<file path="src/rtl/cic_rate_ctrl.sv">
// cic_rate_ctrl: rate-change sequencer for a variable-ratio 5-stage CIC decimator.
// It debounces the host rate code and maps it to a decimation ratio. A rate change
// drains the current output sample, clears the CIC, and mutes the settling outputs.
// After that, the controller returns to transparent forwarding of CIC output samples.
module cic_rate_ctrl #(
  parameter int DATA_WIDTH     = 18,
  parameter int STABLE_CYCLES  = 4,
  parameter int CLEAR_CYCLES   = 8,
  parameter int SETTLE_OUTPUTS = 5,
  parameter int DRAIN_TIMEOUT  = 255
) (
  input  logic                  clock,
  input  logic                  reset_n,
  input  logic [1:0]            rate_code,
  input  logic                  adc_strobe,
  output logic                  cic_in_strobe,
  output logic [5:0]            decimation,
  output logic                  cic_clear,
  input  logic                  cic_out_strobe,
  input  logic [DATA_WIDTH-1:0] cic_out_data,
  output logic                  out_strobe,
  output logic [DATA_WIDTH-1:0] out_data,
  output logic                  busy
);

  // Sequencer states
  localparam logic [1:0] ST_RUN    = 2'd0;
  localparam logic [1:0] ST_DRAIN  = 2'd1;
  localparam logic [1:0] ST_CLEAR  = 2'd2;
  localparam logic [1:0] ST_SETTLE = 2'd3;

  // Rate code 3 is reserved and must never reach the CIC
  localparam logic [1:0] CODE_RSVD = 2'd3;

  // The debounce counter saturates at STABLE_CYCLES-1. The code is accepted on the
  // clock that brings it there, which is the STABLE_CYCLES-th consecutive sample.
  localparam logic [3:0] STABLE_MAX  = 4'(STABLE_CYCLES - 1);
  localparam logic [3:0] STABLE_LAST = 4'(STABLE_CYCLES - 2);
  localparam logic [7:0] CLEAR_LAST  = 8'(CLEAR_CYCLES - 1);
  localparam logic [7:0] DRAIN_LAST  = 8'(DRAIN_TIMEOUT - 1);
  localparam logic [3:0] SETTLE_N    = 4'(SETTLE_OUTPUTS);

  // Map a host rate code to the CIC decimation ratio.
  // 48k -> 20, 96k -> 10, 192k -> 5; the reserved code falls back to 48k.
  function automatic logic [5:0] ratio_of(input logic [1:0] code);
    case (code)
      2'd1:    ratio_of = 6'd10;
      2'd2:    ratio_of = 6'd5;
      default: ratio_of = 6'd20;
    endcase
  endfunction

  logic [1:0] state;
  logic [1:0] state_next;
  logic       enter_clear;
  logic       code_changed;
  logic       forward;

  logic [1:0] cand;
  logic [3:0] dcount;
  logic [1:0] stable_code;
  logic [1:0] cur_code;

  logic [7:0] cnt;
  logic [7:0] timer;
  logic [3:0] scnt;
  logic [3:0] scnt_inc;

  // Debounce: a candidate code must be sampled on STABLE_CYCLES consecutive clocks
  // before it is accepted; the reserved code is tracked but never accepted.
  always_ff @(posedge clock) begin
    // NOTE: every clocked register uses non-blocking assignment so that all flops
    // sample pre-edge values; blocking here would create order-dependent races.
    if (!reset_n) begin
      cand        <= 2'd0;
      dcount      <= 4'd0;
      stable_code <= 2'd0;
    end else if (rate_code != cand) begin
      cand   <= rate_code;
      dcount <= 4'd0;
    end else if (dcount != STABLE_MAX) begin
      dcount <= dcount + 4'd1;
      if (dcount == STABLE_LAST && cand != CODE_RSVD) begin
        stable_code <= cand;
      end
    end
  end

  assign code_changed = (stable_code != cur_code);
  assign scnt_inc     = scnt + 4'd1;

  // The sample path is open only while the CIC is not being cleared; both the CIC
  // input gate and the output forwarding key off the registered state alone.
  assign cic_in_strobe = adc_strobe && (state != ST_CLEAR);
  assign forward       = cic_out_strobe && (state == ST_RUN || state == ST_DRAIN);
  assign busy          = (state != ST_RUN);

  // Next-state decision; enter_clear marks every transition that (re)loads the ratio
  always_comb begin
    // NOTE: every signal written here gets a default first so no path leaves it
    // unassigned, which would otherwise infer a latch.
    state_next  = state;
    enter_clear = 1'b0;
    case (state)
      ST_RUN: begin
        if (code_changed) state_next = ST_DRAIN;
      end
      ST_DRAIN: begin
        // Wait for the in-flight output, but never longer than the timeout
        if (cic_out_strobe || timer == DRAIN_LAST) enter_clear = 1'b1;
      end
      ST_CLEAR: begin
        if (code_changed)            enter_clear = 1'b1;
        else if (cnt == CLEAR_LAST)  state_next  = ST_SETTLE;
      end
      ST_SETTLE: begin
        if (code_changed) begin
          enter_clear = 1'b1;
        end else if (scnt == SETTLE_N) begin
          // Only reachable with no settling outputs configured
          state_next = ST_RUN;
        end else if (cic_out_strobe && scnt_inc == SETTLE_N) begin
          state_next = ST_RUN;
        end
      end
      default: enter_clear = 1'b1;
    endcase
    if (enter_clear) state_next = ST_CLEAR;
  end

  // State, ratio and the phase counters of the reconfiguration sequence
  always_ff @(posedge clock) begin
    if (!reset_n) begin
      state      <= ST_CLEAR;
      cur_code   <= 2'd0;
      decimation <= 6'd20;
      cic_clear  <= 1'b1;
      cnt        <= 8'd0;
      timer      <= 8'd0;
      scnt       <= 4'd0;
    end else begin
      state     <= state_next;
      cic_clear <= (state_next == ST_CLEAR);

      // The ratio only moves on CLEAR entry, while the CIC is held in clear
      if (enter_clear) begin
        cur_code   <= stable_code;
        decimation <= ratio_of(stable_code);
        cnt        <= 8'd0;
      end else if (state == ST_CLEAR) begin
        cnt <= cnt + 8'd1;
      end

      // Drain timer runs only in DRAIN and is zero on entry from RUN
      if (state == ST_DRAIN) timer <= timer + 8'd1;
      else                   timer <= 8'd0;

      // Muted-output count, restarted whenever SETTLE is (re)entered
      if (state != ST_SETTLE) begin
        scnt <= 4'd0;
      end else if (cic_out_strobe && scnt != SETTLE_N) begin
        scnt <= scnt_inc;
      end
    end
  end

  // Output forwarding: one-clock pulse, data held between pulses
  always_ff @(posedge clock) begin
    if (!reset_n) begin
      out_strobe <= 1'b0;
      out_data   <= '0;
    end else begin
      out_strobe <= forward;
      if (forward) out_data <= cic_out_data;
    end
  end

endmodule

</file>
<file path="config.mk">
export PLATFORM = sky130hd
export DESIGN_NAME = cic_rate_ctrl
export DESIGN_NICKNAME = d
export VERILOG_FILES = /design/src/rtl/cic_rate_ctrl.sv
export SDC_FILE = /design/constraint.sdc
export NUM_CORES = 1
export LEC_CHECK = 0
export ABC_AREA = 0
export BUFFER_PORTS_ARGS = -buffer_cell sky130_fd_sc_hd__buf_2
export CORE_UTILIZATION = 30
export CTS_BUF_LIST = sky130_fd_sc_hd__clkbuf_8
export CTS_CLUSTER_SIZE = 25
export DETAILED_ROUTE_END_ITERATION = 16
export SLEW_MARGIN = 30
export SYNTH_ARGS = -nofsm -noshare
export SYNTH_HDL_FRONTEND = slang
export SYNTH_SLANG_ARGS = --single-unit
</file>
<file path="constraint.sdc">
create_clock -name clock -period 2.2 [get_ports clock]
set_clock_uncertainty 0.2 [all_clocks]
set_input_delay 0.11 -clock clock [delete_from_list [all_inputs] [get_ports clock]]
set_output_delay 0.11 -clock clock [all_outputs]
set_load 0.03 [all_outputs]
</file>
* Yosys cells after proc, flatten, opt, wreduce, memory -nomap -nowiden
Index checks and enable logic that the tools add are counted.
** Operators by class
- $mul :: 0
- Div/mod/pow operators :: 0
- Order comparisons :: 0
- Reductions and logical operators :: 15
- Shift-type cells :: 0
- Eq/ne operators :: 18
- Bitwise logic cells :: 2
- Add/sub/neg operators :: 4
- Multiplexer cells :: 12
** Operator list (number)
- 8-bit by 1-bit adder with 8-bit output (second input constant) :: 2
- 2-bit two-way mux :: 7
- 5-bit one-hot mux with 2 select lines :: 1
- 4-bit by 1-bit adder with 4-bit output (second input constant) :: 2
- 2-bit equality test (second input constant) :: 4
- 4-bit by 3-bit equality test with 1-bit output (second input constant) :: 2
- 8-bit by 3-bit equality test with 1-bit output (second input constant) :: 1
- 8-bit equality test (second input constant) :: 1
- 2-bit OR reduction :: 4
- 2-bit != test (second input constant) :: 3
- 2-bit one-hot mux with 3 select lines :: 1
- 1-bit logical AND :: 5
- 2-bit by 1-bit equality test with 1-bit output (second input constant) :: 2
- 4-bit by 2-bit equality test with 1-bit output (second input constant) :: 1
- 2-bit != test :: 2
- 4-bit by 2-bit != test with 1-bit output (second input constant) :: 1
- 4-bit by 3-bit != test with 1-bit output (second input constant) :: 1
- 3-bit AND reduction :: 1
- 2-bit logical NOT :: 1
- 1-bit logical OR :: 2
- 1-bit two-way mux :: 2
- 1-bit inverter :: 2
- 1-bit one-hot mux with 2 select lines :: 1
- 2-bit AND reduction :: 1
- 2-bit nonzero test :: 1
** Word-level totals
- Output and inout port bits :: 28
- RAM bits :: 0
- ROM bits :: 0
- Latch bits :: 0
- Memories kept :: 0
- Word-level logic and storage cells :: 63
- Register bits after elaboration :: 58

* Depth between registers and ports, before layout
- Depth after elaboration :: 9
- Mapped depth :: 6
- Mapped depth without buffers :: 6

* Least setup slack after synthesis
No wires, ideal clock.
- Kind :: reg2reg
- From :: reg dcount[0]
- To :: reg stable_code[0]
- Period minus slack after synthesis :: 1724 ps
- Setup time :: 132 ps
- Data arrival time :: 1392 ps
- Slack :: 476 ps
- Data required time :: 1868 ps
- Cell stages (with the launch flop) :: 5
- Cell sequence :: dfxtp_1 -> ha_1 -> or4b_2 -> o21ai_0 -> a21oi_1
** Between the ends
- Longest elaborated chain between the ends :: 3
** RTL lines
- start, declared :: RTL line 60 : logic [3:0] dcount;
- start signal, assigned :: RTL line 82 : dcount <= dcount + 4'd1;
- 4-bit by 2-bit equality test with 1-bit output :: RTL line 83 : if (dcount == STABLE_LAST && cand != CODE_RSVD) begin
- 1-bit logical AND :: RTL line 83
- 3-bit AND reduction (no source line) *
- end signal, assigned :: RTL line 84 : stable_code <= cand;
- end, declared :: RTL line 61 : logic [1:0] stable_code;
Every way passes the cells marked *; elsewhere a longest branch is shown, timed or not.
A chain may end at the register's enable or synchronous reset.

* Final worst setup path
- From :: reg state[1]
- To :: out cic_in_strobe
** Between the ends
- Longest elaborated chain between the ends :: 2
** RTL lines
- start, declared :: RTL line 53 : logic [1:0] state;
- start signal, assigned :: RTL line 142 : state <= state_next;
- 2-bit != test :: RTL line 94 : assign cic_in_strobe = adc_strobe && (state != ST_CLEAR);
- 1-bit logical AND :: RTL line 94
- end, declared :: RTL line 16 : output logic cic_in_strobe,
Every way passes these cells.

==> impl_summary.txt <==
----------------------------------------------------
[Outcome]
  Result of the run ... completed

[Routing]
  Number of DRC violations after detailed routing ... 0
  Mean routed wirelength per cell ... 10.8 µm
  Vias after detailed routing ... 2055
  Total Routed Length ... 4.92 mm
  DRT Pass-1 Iters ... 4
  Starting DRC count in detailed routing ... 101
  Remaining number of nets flagged by the antenna check after routing ... 0
  Drt via density ... 4.51

[Placement]
  Input/output buffers ... 50
  Placed Area ... 0.00281 mm²
  Gp weighted congestion ... 0.730
  Detailed placer's ending HPWL ... 3.42 mm

[Floorplanning]
  Width of the die ... 92.9 µm
  IO Count ... 52
  Core box area ... 0.00785 mm²
  Initial cell density of the core ... 0.316
  Number of core rows ... 32
  DIE AREA ... 0.00863 mm²
  Vertical die dimension ... 92.9 µm

[Critical path]
  Setup slack on the worst flop-to-flop path ... 0.39 ns
  Critical Path End Type ... output pin
  Largest fanout of any net on the critical path ... 13
  Source of the critical timing path ... state[1]
  End of the critical path ... cic_in_strobe
  Startpoint kind of the worst setup timing path ... flop
  Endpoint of the worst register-to-register path ... decimation[2]
  Worst r2r path cells ... 4
  Crit path kind ... reg2out
  Signal arrival time at the worst endpoint ... 1.53 ns
  Worst flop-to-flop path startpoint ... stable_code[0]
  CP required ... 1.89 ns

[Yosys]
  Netlist area before placement ... 0.00248 mm²
  Mean instance size in the synthesized netlist ... 8.66 µm²
  Post-Syn Nets ... 321
  Count of flip-flops with a built-in enable after synthesis ... 0
  Number of standard cells after synthesis ... 286
  Part of the Yosys area used for sequential elements ... 0.453
  Number of library cell types mapped by synthesis ... 45
  Post-synthesis async set-or-reset flop share ... 0
  FF+latch count, synth ... 56
  Yosys synthesis warning count ... 0
  Most common flop cell mapped by yosys ... sky130_fd_sc_hd__dfxtp_1

[Cells and area]
  Sequential cell area ... 0.00112 mm²
  Area occupied by multi-input gates ... 0.00124 mm²
  Final std cell area, no fill ... 0.00312 mm²
  Layout Area Growth over Synthesis ... 26.0%
  Final antenna diode count ... 0
  Final-layout fill cell count ... 828
  Proportion of layout cells with a drive suffix above 1 ... 0.192
  Number of nets at the end of the flow ... 389

[Clock tree]
  CTS tree ... built
  Sink count of the clock tree ... 56
  Clk Latency, worst-skew pair ... 0.30 ns
  Clock buffer count from CTS ... 5
  Total number of H-tree levels ... 2
  Clock input transition at the sequential cells of the worst setup and hold paths ... 0.09 ns
  Clock Tree Buf Depth ... 2
  Clock tree root buffer cell ... sky130_fd_sc_hd__clkbuf_8
  CTS resizes ... 0

[Timing]
  Final period demand of the worst path ... 1.84 ns
  Final Hold Vio Count ... 0
  Final-report max-slew violation count ... 0
  RSZ-0062 raised after global routing ... no
  Achievable Freq ... 0.545 GHz
  Number of setup violations in the final report ... 0
  Final cycle utilization of the critical path ... 0.834
  Final-layout setup total negative slack ... 0 ns

[Power and ir drop]
  PwrDens ... 546 mW/mm²
  Comb power frac ... 0.065
  Static Leak ... 1.26 nW
  Clk network pwr share ... 0.330
  Internal power of the cells ... 1.34 mW
  Seq pwr share ... 0.605
  Peak ir drop on the vdd network ... 298 µV
  Switching Fraction ... 0.216
  Net switching power of the design ... 367 µW

[Global routing]
  Congestion Overflow GR ... 0
  Global routing usage summed across all routing layers ... 0.119
  Number of global-route vias before repair ... 1890
  Largest net degree at the start of global routing ... 22
  Antenna violations before repair ... 0
  Wire length of the first global-routing pass ... 8.39 mm

[Min path]
  Worst hold-check path type ... reg2reg

[Job]
  Max-cap violations ... 0

----------------------------------------------------
[per-layer routing]
layer	GRT usage	up-vias	routed length (µm)
li1	-	1084	-
met1	0.152	932	2370
met2	0.200	34	2320
met3	0.0296	5	177
met4	0.0282	0	57
met5	0	-	0
[critical path, cell delays in order, from the launching register on]
cell                      delay (ns)
sky130_fd_sc_hd__dfxtp_1        0.54
sky130_fd_sc_hd__nor2b_1        0.42
sky130_fd_sc_hd__nor2b_1        0.08
sky130_fd_sc_hd__buf_2          0.19
[sequential cells by signal, indices dropped and copies added, names as in the netlist]
| signal | flops |
|---|---|
| cand | 2 |
| cic_clear | 1 |
| cnt | 8 |
| cur_code | 2 |
| dcount | 4 |
| decimation | 4 |
| out_data | 18 |
| out_strobe | 1 |
| scnt | 4 |
| stable_code | 2 |
| state | 2 |
| timer | 8 |
[power by group through the flow]
stage          Sequential, mW  Clock [mW]  Combinational [mW]
2_1_floorplan            1.05           0              0.0510
3_3_place_gp             1.05           0              0.0795
3_5_place_dp             1.05           0              0.0800
4_1_cts                  1.03       0.603               0.111
5_1_grt                  1.03       0.644               0.123
6_report                 1.03       0.562               0.110
[final cells by class]
type                       instances  area share
clock buffer                       6      0.0265
clock inverter                     1     0.00281
inverter                          10      0.0120
multi-input combinational        204       0.396
sequential                        56       0.359
tap                              102      0.0409
timing repair buffer              77       0.163
[cell usage after synthesis, types with 2 or more instances]
cell                       instances  area (µm²)
sky130_fd_sc_hd__mux2i_1           5        50.1
sky130_fd_sc_hd__nand2b_1          4        25.0
sky130_fd_sc_hd__inv_1            10        37.5
sky130_fd_sc_hd__o21ai_0           4        20.0
sky130_fd_sc_hd__nand2_1          53         199
sky130_fd_sc_hd__ha_1             11         138
sky130_fd_sc_hd__nand3_1          12        60.1
sky130_fd_sc_hd__nor4_1            2        12.5
sky130_fd_sc_hd__xor2_1           11        96.3
sky130_fd_sc_hd__nand3b_1          3        22.5
sky130_fd_sc_hd__buf_4             2        15.0
sky130_fd_sc_hd__nor2b_1           3        18.8
sky130_fd_sc_hd__o211ai_1          3        22.5
sky130_fd_sc_hd__xnor2_1          10        87.6
sky130_fd_sc_hd__nand4_1           3        18.8
sky130_fd_sc_hd__nor2_1           22        82.6
sky130_fd_sc_hd__dfxtp_1          56        1120
sky130_fd_sc_hd__buf_2             6        30.0
sky130_fd_sc_hd__o31ai_1           2        15.0
sky130_fd_sc_hd__a21oi_1          27         135
sky130_fd_sc_hd__nor3_1            4        20.0
sky130_fd_sc_hd__and2_1            2        12.5
sky130_fd_sc_hd__clkbuf_1          7        26.3
sky130_fd_sc_hd__or3_1             2        12.5
sky130_fd_sc_hd__a21o_1            2        15.0
[timing repair]
item / in CTS / in global routing
setup buffers: 0 / 0
endpoints found under the hold margin: 28 / 0
hold buffers: 22 / 0
[kinds of logic (layout without fill, tap and decap cells)]
logic type,Yosys count,after routing,synth area share
xor gates and xnor gates,21,21,0.0742
buffers and inverters,26,94,0.0485
adders and majority gates,11,11,0.0556
other,1,1,0.00151
and+or+nand+nor,120,120,0.229
AOI/OAI and AO/OA,45,45,0.112
muxes,6,6,0.0263
DFF,56,56,0.453
[cells in the final DEF, fill, tap and decap left out, types with 2 or more instances in the layout]
master and instances:
sky130_fd_sc_hd__clkbuf_8 6, sky130_fd_sc_hd__nand2_1 53, sky130_fd_sc_hd__buf_4 5, sky130_fd_sc_hd__mux2i_1 5
sky130_fd_sc_hd__nand3_1 12, sky130_fd_sc_hd__dlygate4sd3_1 22, sky130_fd_sc_hd__nor3_1 4, sky130_fd_sc_hd__ha_1 11
sky130_fd_sc_hd__o211ai_1 3, sky130_fd_sc_hd__a21oi_1 27, sky130_fd_sc_hd__or3_1 2, sky130_fd_sc_hd__and2_1 2
sky130_fd_sc_hd__inv_1 10, sky130_fd_sc_hd__a21o_1 2, sky130_fd_sc_hd__nand3b_1 3, sky130_fd_sc_hd__nand4_1 3
sky130_fd_sc_hd__o31ai_1 2, sky130_fd_sc_hd__nor4_1 2, sky130_fd_sc_hd__o21ai_0 4, sky130_fd_sc_hd__dfxtp_1 56
sky130_fd_sc_hd__xnor2_1 10, sky130_fd_sc_hd__nor2_1 22, sky130_fd_sc_hd__buf_2 50, sky130_fd_sc_hd__xor2_1 11
sky130_fd_sc_hd__nor2b_1 3, sky130_fd_sc_hd__nand2b_1 4
[stage by stage]
| stage | worst slack [ns] | hold slack [ns] | util | power [mW] | std cells |
|---|---|---|---|---|---|
| 2_1_floorplan | 0.476 | 0.0317 | - | 1.10 | 286 |
| 3_3_place_gp | 0.425 | 0.151 | 0.358 | 1.13 | 427 |
| 3_5_place_dp | 0.390 | 0.156 | 0.358 | 1.13 | 427 |
| 4_1_cts | 0.345 | 0.258 | 0.398 | 1.74 | 456 |
| 5_1_grt | 0.196 | 0.275 | 0.398 | 1.80 | 456 |
| 6_report | 0.364 | 0.254 | 0.398 | 1.70 | 456 |
[worst min-delay path by stage]
stage	cells after the start	slack, ns	to	start
3_3_place_gp	3	0.15	out_data[11]	cic_out_data[11]
3_5_place_dp	3	0.16	out_data[5]	cic_out_data[5]
4_1_cts	2	0.26	out_data[13]	out_data[13]
2_1_floorplan	1	0.03	cand[0]	rate_code[0]
6_report	2	0.25	out_data[13]	out_data[13]
5_1_grt	2	0.28	out_data[4]	out_data[4]
No activity file was read; power rests on OpenSTA's default activity.
